<file path="config.mk">
export PLATFORM = sky130hd
export DESIGN_NAME = flash_busy_timer
export DESIGN_NICKNAME = d
export VERILOG_FILES = /design/src/rtl/flash_busy_timer.sv
export SDC_FILE = /design/constraint.sdc
export NUM_CORES = 1
export LEC_CHECK = 0
export ABC_AREA = 1
export CAP_MARGIN = 20
export CELL_PAD_IN_SITES_DETAIL_PLACEMENT = 0
export CELL_PAD_IN_SITES_GLOBAL_PLACEMENT = 1
export CORE_AREA = 2 2 39 41
export DETAILED_ROUTE_END_ITERATION = 8
export DIE_AREA = 0 0 41 43
export PLACE_DENSITY_LB_ADDON = 0.1
export SETUP_SLACK_MARGIN = 0.2
export SLEW_MARGIN = 20
export SYNTH_ARGS = -nofsm -noshare
export SYNTH_HDL_FRONTEND = slang
export SYNTH_SLANG_ARGS = --single-unit
</file>
<file path="constraint.sdc">
create_clock -name clk -period 2.1 [get_ports clk]
set_input_delay 0.315 -clock clk [delete_from_list [all_inputs] [get_ports clk]]
set_output_delay 0.315 -clock clk [all_outputs]
set_load 0.02 [all_outputs]
</file>
<file path="src/rtl/flash_busy_timer.sv">
// Down-counting busy timer shared by program and erase: load a cycle count,
// stay busy until it reaches zero, pulse o_done in the last busy cycle.
module flash_busy_timer #(
    parameter int CW = 5
) (
    input  logic          clk,
    input  logic          i_rst,
    input  logic          i_load,
    input  logic [CW-1:0] i_load_val,
    output logic          o_busy,
    output logic          o_done
);

    logic [CW-1:0] r_cnt;

    always_ff @(posedge clk) begin
        if (i_rst) begin
            r_cnt <= '0;
        end else if (i_load) begin
            r_cnt <= i_load_val;
        end else if (r_cnt != '0) begin
            r_cnt <= r_cnt - 1'b1;
        end
    end

    // done is high in the cycle whose closing edge takes the count to zero
    assign o_busy = (r_cnt != '0);
    assign o_done = (r_cnt == CW'(1));

endmodule

</file>
==> out/qor.yml <==
run_status:
  status: "completed"
cts:
  path_clk_slew_ps: 40
  cts.hold.buffers_added: 0
  numCtsBuffers: 3
  cts_setup_buffers: 0
  cts_tree: "yes"
  clk_latency_ps: 240
  numClockSinks: 5
  clockRootBuffer: "clkbuf_4"
  clockBufferDepth: 2
  htree_levels: 1
timing:
  finalCriticalPeriod_ps: 1776
  setup_ws_ps: 324.0
  setup_violations: 0
  skew_ps: 4.403
  final.period_utilization_pct: 84.57
  hold_ws_ps: 528.3
  slew_violations: 0
  worstMarginPinSlew_ps: 265.2
  relSlewSlack_pct: 82.27
  tns_ps: 0
  grt_setup_unrepaired: "false"
  max_freq_mhz: 563.1
  hold_viol: 0
floorplanning:
  chipWidth_um: 41
  coreArea_mm2: 0.001384
  dieArea_mm2: 0.001763
  rows: 14
  initial_core_util_pct: 23.33
  ios: 10
  die_y_um: 43
layout:
  area_delta_synth_final_pct: 43.41
  final_common_cell: "nand2_1"
  utilization_pct: 33.45
  layout_common_cells: "nand2_1, nor2_1, inv_1, clkdlybuf4s50_1"
  final-instance-count-excl-fill: 80
  antennaDiodeCount: 0
  final_nets: 75
  multi_input_area_um2: 195.2
  drive_above_1_share_pct: 14.06
  seqCellArea_um2: 100.1
  max_flop_register: "r_cnt"
  fill_cells: 167
  largest_reg_flops: 5
  top_regs: "r_cnt: 5 flops"
yosys:
  syn_area_um2: 322.8
  syn_inst: 51
  syn-num-nets: 61
  synth_top_family_by_area: "simple AND/OR/NAND/NOR gates"
  ys_ff_latch: 5
  syn_area_per_cell_um2: 6.330
  synthAdderAreaFrac_pct: 7.752
  synthXorXnorAreaFrac_pct: 2.713
  ys_types: 14
  ys_seq_area_share_pct: 31.01
  synth_compound_area_share_pct: 9.302
  muxShareOfSynthArea_pct: 0
  synth_simple_gate_area_share_pct: 39.92
  ys_warn_count: 0
routing:
  drtIter0Drc: 3
  dr.pass1.iters: 2
  ant_nets: 0
  wl_per_cell_um: 8.950
  drc: 0
  viasPerCell: 4.150
  route.final.wire_length_um: 716
  vias: 332
placement:
  portBuffers: 9
  place_congestion: 0.6638
  hpwl_um: 576.6
  place_ws_ps: 324.0
  place_inst: 76
global_route:
  antenna_found_initial: 0
  grt_pass1_vias: 328
  track_usage_pct: 10.55
  grt_pass1_wl_mm: 1.290
  grt_overflow_total: 0
  grt_max_degree: 8
worst_setup_path:
  required_ps: 1780
  ff2ff_setup_slack_ps: 930
  path_max_fanout: 5
  startpoint_type: "flop"
  crit_arrival_ps: 1460
  cp-end-kind: "output pin"
  path_class: "reg2out"
pwr:
  power.density_mw_per_mm2: 720.1
  peakVddDrop_uv: 240.7
  p_leak_nw: 0.2314
worst_hold_path:
  worstHoldPathType: "reg2reg"
flow_run:
  cap_violations: 0
## metrics by stage
step,area [µm²],power (mW)
after floorplan,322.8,0.1874
after CTS,457.9,0.3371
after global routing,462.9,0.3603
after global placement,432.9,0.2294
after detailed placement,432.9,0.2278
final,462.9,0.3334
## path summary, 6_finish.rpt
check	end	cells after the start	from
worst max-delay path	o_busy	6	r_cnt[0]$_SDFFE_PP0P_
worst max register to register	r_cnt[0]$_SDFFE_PP0P_	7	r_cnt[0]$_SDFFE_PP0P_
worst min-delay path	r_cnt[4]$_SDFFE_PP0P_	2	r_cnt[4]$_SDFFE_PP0P_
worst min register to register	r_cnt[4]$_SDFFE_PP0P_	2	r_cnt[4]$_SDFFE_PP0P_
## synthesized netlist by cell type
cell type,count,share of area [%]
nand2_1,12,14
nor2_1,9,10
inv_1,7,8.1
a21oi_1,5,7.8
dfxtp_1,5,31
nand3_1,3,4.6
ha_1,2,7.8
nand2_2,2,3.9
inv_2,1,1.2
nor2_2,1,1.9
nor2_4,1,3.5
nor3_1,1,1.5
o21ai_1,1,1.5
xor2_1,1,2.7
## worst max-delay path: stages (launching register included)
cell and delay, ps:
dfxtp_1 310, inv_2 100, ha_2 220, nand2_2 80, nor2_4 150, inv_1 50, dlygate4sd2_1 310
## cell type report
cell class,count,area share [%]
multi-input combinational,38,42.16
clock buffer,4,5.676
sequential,5,21.62
inverter,8,6.486
timing repair buffer,9,19.73
tap,16,4.324
## routing by layer
metal	global-route usage (%)	up-vias	routed length [µm]	share of wire (%)
met4	4.000	0	0	0
met2	15.31	6	326	46
li1	-	183	-	-
met3	3.141	0	27	3.8
met5	0	-	0	0
met1	14.19	143	362	51
## power by group
group,switching (mW),internal (mW)
Combinational,0.0594,0.0482
Sequential,0.00938,0.105
Clock,0.0392,0.0718
## repair_timing
item | CTS | global route
endpoints found under the setup margin | 1 | 2
gates resized for setup | 1 | 2
pin swaps | 0 | 0
## kinds of logic after synthesis
family                     Yosys count
xor gates and xnor gates             1
AOI/OAI and AO/OA                    6
and+or+nand+nor                     29
buffers and inverters                8
adders and majority gates            2
DFF                                  5
(Power assumes the default switching activity.)
